$ cat src/rtl/sdram_wfifo_ctrl_if.sv
// Byte-stream bundle between the upstream producer, the write FIFO and the SDRAM write stage.
// slave is the FIFO side; master is the side that drives in_* and wfifo_rd_en.
interface sdram_wfifo_ctrl_if #(
    parameter int AW = 4
);
    logic [7:0]  in_data;
    logic        in_vld;
    logic        in_rdy;
    logic        wfifo_rd_en;
    logic [7:0]  wfifo_rd_data;
    logic        wr_trig;
    logic [AW:0] fifo_cnt;
    logic        udf_err;

    modport slave (
        input  in_data,
        input  in_vld,
        input  wfifo_rd_en,
        output in_rdy,
        output wfifo_rd_data,
        output wr_trig,
        output fifo_cnt,
        output udf_err
    );

    modport master (
        output in_data,
        output in_vld,
        output wfifo_rd_en,
        input  in_rdy,
        input  wfifo_rd_data,
        input  wr_trig,
        input  fifo_cnt,
        input  udf_err
    );
endinterface

$ cat src/rtl/sdram_wfifo_ctrl.sv
// Byte write FIFO feeding an SDRAM write stage, with a trigger FSM that requests
// one write burst of TRIG_LVL bytes whenever the fill level reaches TRIG_LVL.
module sdram_wfifo_ctrl #(
    parameter int DEPTH    = 16,
    parameter int AW       = 4,
    parameter int TRIG_LVL = 4
) (
    input  logic                 sclk,
    input  logic                 s_rst,
    sdram_wfifo_ctrl_if.slave    bus
);

    localparam logic [AW:0]   DEPTH_C  = (AW+1)'(DEPTH);
    localparam logic [AW:0]   TRIG_C   = (AW+1)'(TRIG_LVL);
    localparam logic [AW:0]   CNT_ZERO = (AW+1)'(0);
    localparam logic [AW:0]   CNT_ONE  = (AW+1)'(1);
    localparam logic [AW-1:0] PTR_ZERO = (AW)'(0);
    localparam logic [AW-1:0] PTR_ONE  = (AW)'(1);

    typedef enum logic [1:0] {
        S_IDLE = 2'd0,
        S_TRIG = 2'd1,
        S_WAIT = 2'd2
    } state_t;

    logic [7:0]    mem_q [DEPTH];
    logic [AW-1:0] wp_q, wp_d;
    logic [AW-1:0] rp_q, rp_d;
    logic [AW:0]   cnt_q, cnt_d;
    logic [7:0]    rd_data_q, rd_data_d;
    logic          udf_q, udf_d;
    logic          trig_q, trig_d;
    logic [AW:0]   bcnt_q, bcnt_d;
    state_t        state_q, state_d;

    logic          full_s;
    logic          empty_s;
    logic          push_s;
    logic          pop_s;

    // A full FIFO refuses pushes even when a pop frees a slot on the same edge.
    assign full_s  = (cnt_q == DEPTH_C);
    assign empty_s = (cnt_q == CNT_ZERO);
    assign push_s  = bus.in_vld && !full_s;
    assign pop_s   = bus.wfifo_rd_en && !empty_s;

    assign bus.in_rdy        = !full_s;
    assign bus.fifo_cnt      = cnt_q;
    assign bus.wfifo_rd_data = rd_data_q;
    assign bus.wr_trig       = trig_q;
    assign bus.udf_err       = udf_q;

    // Pointer, occupancy, read-data and underflow next-state logic.
    always_comb begin
        wp_d      = wp_q;
        rp_d      = rp_q;
        cnt_d     = cnt_q;
        rd_data_d = rd_data_q;
        udf_d     = udf_q;

        if (push_s) begin
            wp_d = wp_q + PTR_ONE;
        end else begin
            wp_d = wp_q;
        end

        if (pop_s) begin
            rp_d      = rp_q + PTR_ONE;
            rd_data_d = mem_q[rp_q];
        end else begin
            rp_d      = rp_q;
            rd_data_d = rd_data_q;
        end

        case ({push_s, pop_s})
            2'b10:   cnt_d = cnt_q + CNT_ONE;
            2'b01:   cnt_d = cnt_q - CNT_ONE;
            default: cnt_d = cnt_q;
        endcase

        // A pop against an empty FIFO is dropped but latched as an error until reset.
        if (bus.wfifo_rd_en && empty_s) begin
            udf_d = 1'b1;
        end else begin
            udf_d = udf_q;
        end
    end

    // Trigger FSM next-state: one request, then count TRIG_LVL accepted pops.
    always_comb begin
        state_d = state_q;
        bcnt_d  = bcnt_q;

        case (state_q)
            S_IDLE: begin
                if (cnt_q >= TRIG_C) begin
                    state_d = S_TRIG;
                end else begin
                    state_d = S_IDLE;
                end
            end
            S_TRIG: begin
                state_d = S_WAIT;
                bcnt_d  = CNT_ZERO;
            end
            S_WAIT: begin
                if (pop_s) begin
                    bcnt_d = bcnt_q + CNT_ONE;
                    if (bcnt_d == TRIG_C) begin
                        state_d = S_IDLE;
                    end else begin
                        state_d = S_WAIT;
                    end
                end else begin
                    bcnt_d  = bcnt_q;
                    state_d = S_WAIT;
                end
            end
            default: begin
                state_d = S_IDLE;
                bcnt_d  = CNT_ZERO;
            end
        endcase

        trig_d = (state_d == S_TRIG);
    end

    // Control and status registers.
    always_ff @(posedge sclk or posedge s_rst) begin
        if (s_rst) begin
            wp_q      <= PTR_ZERO;
            rp_q      <= PTR_ZERO;
            cnt_q     <= CNT_ZERO;
            rd_data_q <= 8'h00;
            udf_q     <= 1'b0;
            trig_q    <= 1'b0;
            bcnt_q    <= CNT_ZERO;
            state_q   <= S_IDLE;
        end else begin
            wp_q      <= wp_d;
            rp_q      <= rp_d;
            cnt_q     <= cnt_d;
            rd_data_q <= rd_data_d;
            udf_q     <= udf_d;
            trig_q    <= trig_d;
            bcnt_q    <= bcnt_d;
            state_q   <= state_d;
        end
    end

    // Storage array; contents are don't-care after reset.
    always_ff @(posedge sclk) begin
        if (push_s) begin
            mem_q[wp_q] <= bus.in_data;
        end
    end

endmodule

$ cat src/flat_wrapper.sv
// flat-port wrapper written by rule: the top's interface ports become plain ports
module sdram_wfifo_ctrl_flat 
#(
    parameter int DEPTH    = 16,
    parameter int AW       = 4,
    parameter int TRIG_LVL = 4
)
  (sclk, s_rst, bus_in_data, bus_in_vld, bus_wfifo_rd_en, bus_in_rdy, bus_wfifo_rd_data, bus_wr_trig, bus_fifo_cnt, bus_udf_err);
  sdram_wfifo_ctrl_if #(.AW(AW)) bus_i ();
  input  logic sclk;
  input  logic s_rst;
  input wire logic [$bits(bus_i.in_data)-1:0] bus_in_data;
  input wire logic [$bits(bus_i.in_vld)-1:0] bus_in_vld;
  input wire logic [$bits(bus_i.wfifo_rd_en)-1:0] bus_wfifo_rd_en;
  output wire logic [$bits(bus_i.in_rdy)-1:0] bus_in_rdy;
  output wire logic [$bits(bus_i.wfifo_rd_data)-1:0] bus_wfifo_rd_data;
  output wire logic [$bits(bus_i.wr_trig)-1:0] bus_wr_trig;
  output wire logic [$bits(bus_i.fifo_cnt)-1:0] bus_fifo_cnt;
  output wire logic [$bits(bus_i.udf_err)-1:0] bus_udf_err;
  assign bus_i.in_data = bus_in_data;
  assign bus_i.in_vld = bus_in_vld;
  assign bus_i.wfifo_rd_en = bus_wfifo_rd_en;
  assign bus_in_rdy = bus_i.in_rdy;
  assign bus_wfifo_rd_data = bus_i.wfifo_rd_data;
  assign bus_wr_trig = bus_i.wr_trig;
  assign bus_fifo_cnt = bus_i.fifo_cnt;
  assign bus_udf_err = bus_i.udf_err;
  sdram_wfifo_ctrl #(.DEPTH(DEPTH), .AW(AW), .TRIG_LVL(TRIG_LVL)) u_core (.sclk(sclk), .s_rst(s_rst), .bus(bus_i));
endmodule
$ cat config.mk
export PLATFORM = sky130hd
export DESIGN_NAME = sdram_wfifo_ctrl_flat
export DESIGN_NICKNAME = d
export VERILOG_FILES = /design/src/rtl/sdram_wfifo_ctrl_if.sv /design/src/rtl/sdram_wfifo_ctrl.sv /design/src/flat_wrapper.sv
export SDC_FILE = /design/constraint.sdc
export NUM_CORES = 1
export LEC_CHECK = 0
export CAP_MARGIN = 20
export CORE_ASPECT_RATIO = 1.5
export CORE_MARGIN = 3
export CORE_UTILIZATION = 50
export CTS_BUF_LIST = sky130_fd_sc_hd__clkbuf_4
export CTS_CLUSTER_DIAMETER = 100
export DETAILED_ROUTE_END_ITERATION = 8
export HOLD_SLACK_MARGIN = 0.12
export PLACE_DENSITY = 0.73
export SLEW_MARGIN = 5
export SYNTH_ARGS = -nofsm -noshare
export SYNTH_HDL_FRONTEND = slang
export SYNTH_SLANG_ARGS = --single-unit
$ cat constraint.sdc
create_clock -name sclk -period 3.3 [get_ports sclk]
set_clock_uncertainty 0.15 [all_clocks]
set_input_delay 0.495 -clock sclk [delete_from_list [all_inputs] [get_ports sclk]]
set_output_delay 0.495 -clock sclk [all_outputs]
set_load 0.01 [all_outputs]
---- Word level (Yosys, flattened, before mapping) ----
Memory sizes are Yosys's and may differ from the RTL's. A register that Yosys moved wholly into a read port is not among the register bits.
Index checks and enable logic that the tools add are counted.
storage, ports and cells
  bits in registers ....................... 22
  bits in writable memories ............... 128
  bits of input ports ..................... 12
  output and inout port bits .............. 16
  word-level logic and storage cells ...... 41
  memories ................................ 1
memory list
  memory        words  bits a word  rd ports  clocked after Yosys merged registers in  write ports  RTL line                RTL
  u_core.mem_q  16     8            1         1                                        1            sdram_wfifo_ctrl.sv:26  logic [7:0] mem_q [DEPTH];
cells by class
  add/sub/neg operators ................... 5
  magnitude comparators ................... 1
  eq/ne operators ......................... 8
  muxes and demuxes ....................... 9
  bitwise gates (word level) .............. 1
  reduce and logical (&&, ||, !) cells .... 9
operators with widths
  cell                                                                    count
  5-bit one-hot mux with 2 select lines                                   2
  5-bit by 1-bit adder with 5-bit output (second input constant)          2
  4-bit by 1-bit adder with 4-bit output (second input constant)          2
  2-bit by 1-bit == test with 1-bit output (second input constant)        3
  2-bit one-hot mux with 3 select lines                                   1
  5-bit by 3-bit == test with 1-bit output (second input constant)        1
  5-bit == test (second input constant)                                   1
  5-bit by 3-bit >= comparator with 1-bit output (second input constant)  1
  5-bit logical NOT                                                       1
  5-bit two-way mux                                                       1
  5-bit by 1-bit subtractor with 5-bit output (second input constant)     1
  2-bit == test (second input constant)                                   2
  2-bit two-way mux                                                       2
  1-bit logical AND                                                       3
  1-bit two-way mux                                                       3
  1-bit logical NOT                                                       2
  2-bit logical NOT                                                       1
  2-bit by 1-bit != test with 1-bit output (second input constant)        1
  2-bit AND reduction                                                     1
  2-bit nonzero test                                                      1
  1-bit NOT                                                               1

---- Depth between registers and ports, before layout ----
  depth after elaboration ................. 6
  gate-level depth with buffers ........... 13
  depth with buffers taken out ............ 10

---- Least setup slack after synthesis ----
Ideal clock, no wire load.
  path kind ............................... reg2reg
  start ................................... register u_core.cnt_q[1] (netlist: u_core.bus.fifo_cnt[1])
  end ..................................... register u_core.cnt_q[4] (netlist: u_core.bus.fifo_cnt[4])
  setup time .............................. 0.140 ns
  arrival ................................. 2.799 ns
  data required time ...................... 3.010 ns
  path slack .............................. 0.210 ns
  stages on the path, launching flop included .. 14
  buffers on the path ..................... 3
  clock period less this slack ............ 3.090 ns
  cells stage by stage .................... dfrtp_1 -> buf_6 -> or4_4 -> o21ai_4 -> inv_2 -> buf_6 -> ha_1 -> clkbuf_1 -> xor2_1 -> ha_1 -> o211a_1 -> o31ai_1 -> a31oi_1 -> xor2_1
on the way
  cells in the longest elaborated chain, start to end .. 5
  elaborated cells on any way between the ends .. 12
  those cells by class .................... add/sub (2); eq/ne (3); mux (1); reduce/logical (6)
RTL lines
  item                                                                                RTL line                 RTL
  start: declaration                                                                  sdram_wfifo_ctrl.sv:29   logic [AW:0] cnt_q, cnt_d;
  start signal: assignment                                                            sdram_wfifo_ctrl.sv:142  cnt_q <= cnt_d;
  5-bit logical NOT *                                                                 sdram_wfifo_ctrl.sv:43   assign empty_s = (cnt_q == CNT_ZERO);
  1-bit logical NOT *                                                                 sdram_wfifo_ctrl.sv:45   assign pop_s = bus.wfifo_rd_en && !empty_s;
  1-bit logical AND *                                                                 sdram_wfifo_ctrl.sv:45
  via u_core.pop_s                                                                    sdram_wfifo_ctrl.sv:39   logic pop_s;
  2-bit by 1-bit == test with 1-bit output / 2-bit == test (equally long branches)    sdram_wfifo_ctrl.sv:75   case ({push_s, pop_s})
  5-bit one-hot mux with 2 select lines / 2-bit nonzero test (equally long branches)  -
Mark *: on every way through the listed nets, which the timed path passes. The rest lies on a longest branch.
A chain may end at the register's enable or synchronous reset.

---- Worst setup path after layout ----
  start ................................... register u_core.cnt_q[1] (netlist: u_core.bus.fifo_cnt[1])
  end ..................................... register u_core.cnt_q[4] (netlist: u_core.bus.fifo_cnt[4])
on the way
  cells in the longest elaborated chain, start to end .. 5
  elaborated cells on any way between the ends .. 12
  those cells by class .................... add/sub (2); eq/ne (3); mux (1); reduce/logical (6)
RTL lines
  item                                                                                RTL line
  5-bit == test / 5-bit logical NOT (equally long branches)                           sdram_wfifo_ctrl.sv:42, sdram_wfifo_ctrl.sv:43
  1-bit logical NOT, on equally long branches                                         sdram_wfifo_ctrl.sv:44, sdram_wfifo_ctrl.sv:45
  1-bit logical AND, on equally long branches                                         sdram_wfifo_ctrl.sv:44, sdram_wfifo_ctrl.sv:45
  2-bit by 1-bit == test with 1-bit output / 2-bit == test (equally long branches)    sdram_wfifo_ctrl.sv:75
  5-bit one-hot mux with 2 select lines / 2-bit nonzero test (equally long branches)  -
Parallel ways exist; a longest one is shown, timed or not.

==> flow_summary_export.csv <==
group,metric,value,unit
drt,drc_errors,0,
power_and_ir_drop,p_leak,2.55,nW
worst_setup_path,start_kind,"flip-flop",
timing,relSlewSlack,33.5,%
synthesis,yosysTopAreaCell,"edfxtp_1",
place,io_buffers,27,
clock_tree,h-tree-depth,4,
clock_tree,cts_hold_buffers,0,
clock_tree,clockBufferDepth,2,
finish,final_cells,580,
power_and_ir_drop,total_power,0.00568,W
grt,track_usage,17.3,%
worst_setup_path,crit_type,"reg2reg",
drt,first_pass_iters,4,
drt,via_per_inst,5.68,
clock_tree,cts_setup_buffers,0,
synthesis,yosys-top-cells-count,"128 x edfxtp_1, 32 x mux4_2, 30 x dfrtp_1",
floorplan,core_area,12600,um2
floorplan,num_rows,50,
timing,whs,0.166,ns
drt,wirelength,11.4,mm
finish,layout-drive-gt1-share,23.6,%
finish,area_delta_synth_final,12.7,%
synthesis,yosysMostFrequentCell,"edfxtp_1",
clock_tree,clk_latency,0.53,ns
clock_tree,clock-root-buffer,"clkbuf_4",
clock_tree,cts_tree,"yes",
clock_tree,cts_buffers,17,
synthesis,synth_top_cell_area_share,59.4,%
synthesis,synth-xor-area-share,1.76,%
synthesis,synth.area.top_cells,"edfxtp_1 59%, dfrtp_1 12%, mux4_2 11%, ha_1 2.1%, mux2i_1 1.2%",
synthesis,ys_types,46,
drt,initialDrtViolationCount,225,
finish,regArea,4590,um2
synthesis,synth_compound_area_share,5.16,%
worst_setup_path,required,3.58,ns
synthesis,synthSimpleGateAreaFrac,4.39,%
synthesis,synthFlopType,"edfxtp_1",
floorplan,io_pins,28,
timing,hold_viol_final,0,
floorplan,die_x,98.9,um
synthesis,ys.warnings.count,0,
drt,ant_nets,0,
clock_tree,cts.clk_slew.worst_paths,0.15,ns
timing,worst_pin_slew,0.998,ns
grt,antenna_found_initial,0,
timing,rsz0062_at_grt,"false",
grt,grt_pass1_wl,19.0,mm
timing,max_freq,0.331,GHz
clock_tree,cts-resized-gates,0,
timing,totalNegativeSetupSlack,0,ns
timing,maxSlewViolCount,0,
place,gp_congestion,0.851,
run,max_cap_violations,0,
synthesis,synth_fp_nets,384,
timing,setup_violations,0,
drt,vias,3293,
synthesis,synth_area,6470,um2
floorplan,die_y,145,um
grt,grt_pass1_vias,3487,
synthesis,synth_edf_count,128,
finish,antennaDiodeCount,0,
timing,fin_crit,3.02,ns
grt,grt_remaining_overflow,0,
timing,setup_slack,0.276,ns
clock_tree,clock-sinks,158,
synthesis,ys_ff_latch,158,
power_and_ir_drop,ir_worst_vdd,0.286,mV
synthesis,syn_avg_cell_area,17.9,um2
finish,fin_nets,434,
finish,fillers,958,
place,place_ws,0.324,ns
floorplan,initial_core_util,51.5,%
worst_setup_path,critPathMaxFanout,10,
synthesis,synthMuxAreaShare,13.2,%
synthesis,synth-seq-area-share,71.0,%
synthesis,syn-instance-count,361,
worst_setup_path,cp_data_arrival_time,3.30,ns
drt,wl_per_cell,19.7,um
synthesis,synthArstFlopShare,19.0,%
grt,grt_max_degree,31,
floorplan,dieArea,14400,um2
synthesis,synth_top_family_by_area,"multiplexers",
timing,period_share,91.6,%
power_and_ir_drop,p_per_area,779,nW/um2
place,dp_cells,548,
worst_setup_path,critPathCaptureType,"flip-flop",
place,dpl.hpwl,8.04,mm
outcome,status,"finished, final reports clean",
synthesis,synthAdderAreaFrac,2.13,%
min_path,hold_class,"in2async",
finish,multi_input_area,1730,um2
## layout by cell type, fill, tap and decap left out, types with 8 or more instances in the layout
cell             Yosys  routed
buf_4                2      25
edfxtp_1           128     128
clkdlybuf4s50_1      0      27
clkbuf_4             0      17
nand2_1             15      15
ha_1                11      11
mux2i_1              8       8
mux4_2              32      32
o22ai_1              8       8
dfrtp_1             30      30
nor2_1              17      17
## worst max-delay path, cell delays in order, from the launching register on
cell and delay (ns):
dfrtp_1 0.51, or4_4 0.62, o21ai_4 0.16, inv_2 0.05, ha_1 0.30, xor2_1 0.19, ha_1 0.23, o211a_1 0.22
o31ai_1 0.24, a31oi_1 0.09, xor2_1 0.16
## per-layer routing
metal	routed length, um	up-vias	global-route usage, %	share of wire (%)
met5	0	-	0	0
li1	-	1529	-	-
met4	106	0	5.19	0.93
met1	4450	1690	20.1	39
met3	380	10	4.18	3.3
met2	6500	64	31.3	57
## stage by stage
stage	util [%]	cell area [um2]
after CTS	58.0	7290
after detailed placement	55.7	7000
after global routing	58.0	7290
after global placement	55.7	7000
after floorplan	-	6470
final	58.0	7290
## registers in the layout (all words and copies together) (netlist names)
signal / flops
u_core.bcnt_q: 5
u_core.bus.fifo_cnt: 5
u_core.bus.udf_err: 1
u_core.bus.wfifo_rd_data: 8
u_core.bus.wr_trig: 1
u_core.mem_q: 128
u_core.rp_q: 4
u_core.state_q: 2
u_core.wp_q: 4
## power breakdown
group	leakage (nW)	internal (W)	switching, W
registers	1.52	0.00248	0.000345
clock network	0.149	0.000460	0.000686
logic	0.883	0.000941	0.000772
total	2.55	0.00388	0.00180
## cell type report
class / instances / share of cell area, %
multi-input combinational: 174 / 23.7
tap: 156 / 2.68
sequential: 158 / 63.0
clock buffer: 17 / 1.75
inverter: 8 / 0.412
timing repair buffer: 52 / 6.28
clock inverter: 15 / 2.20
## worst paths after layout
check	cells after the start	to	start	slack, ns
min in group sclk	1	u_core.bus.udf_err	u_core.bus.udf_err	0.33
worst max register to register	10	u_core.bus.fifo_cnt[4]	u_core.bus.fifo_cnt[1]	0.28
max in group asynchronous	3	u_core.wp_q[1]	s_rst	2.53
worst min register to register	1	u_core.bus.udf_err	u_core.bus.udf_err	0.33
worst max-delay path	10	u_core.bus.fifo_cnt[4]	u_core.bus.fifo_cnt[1]	0.28
worst min-delay path	3	u_core.bus.fifo_cnt[0]	s_rst	0.17
## cells by family (layout without fill, tap and decap cells)
group	after synthesis	in the layout
xor+xnor	13	13
flops	158	158
mux	45	45
fa+ha+maj	11	11
simple gates	58	58
buf+inv	29	92
compound gates	47	47
Note: power is estimated with default switching activity, not from simulation.
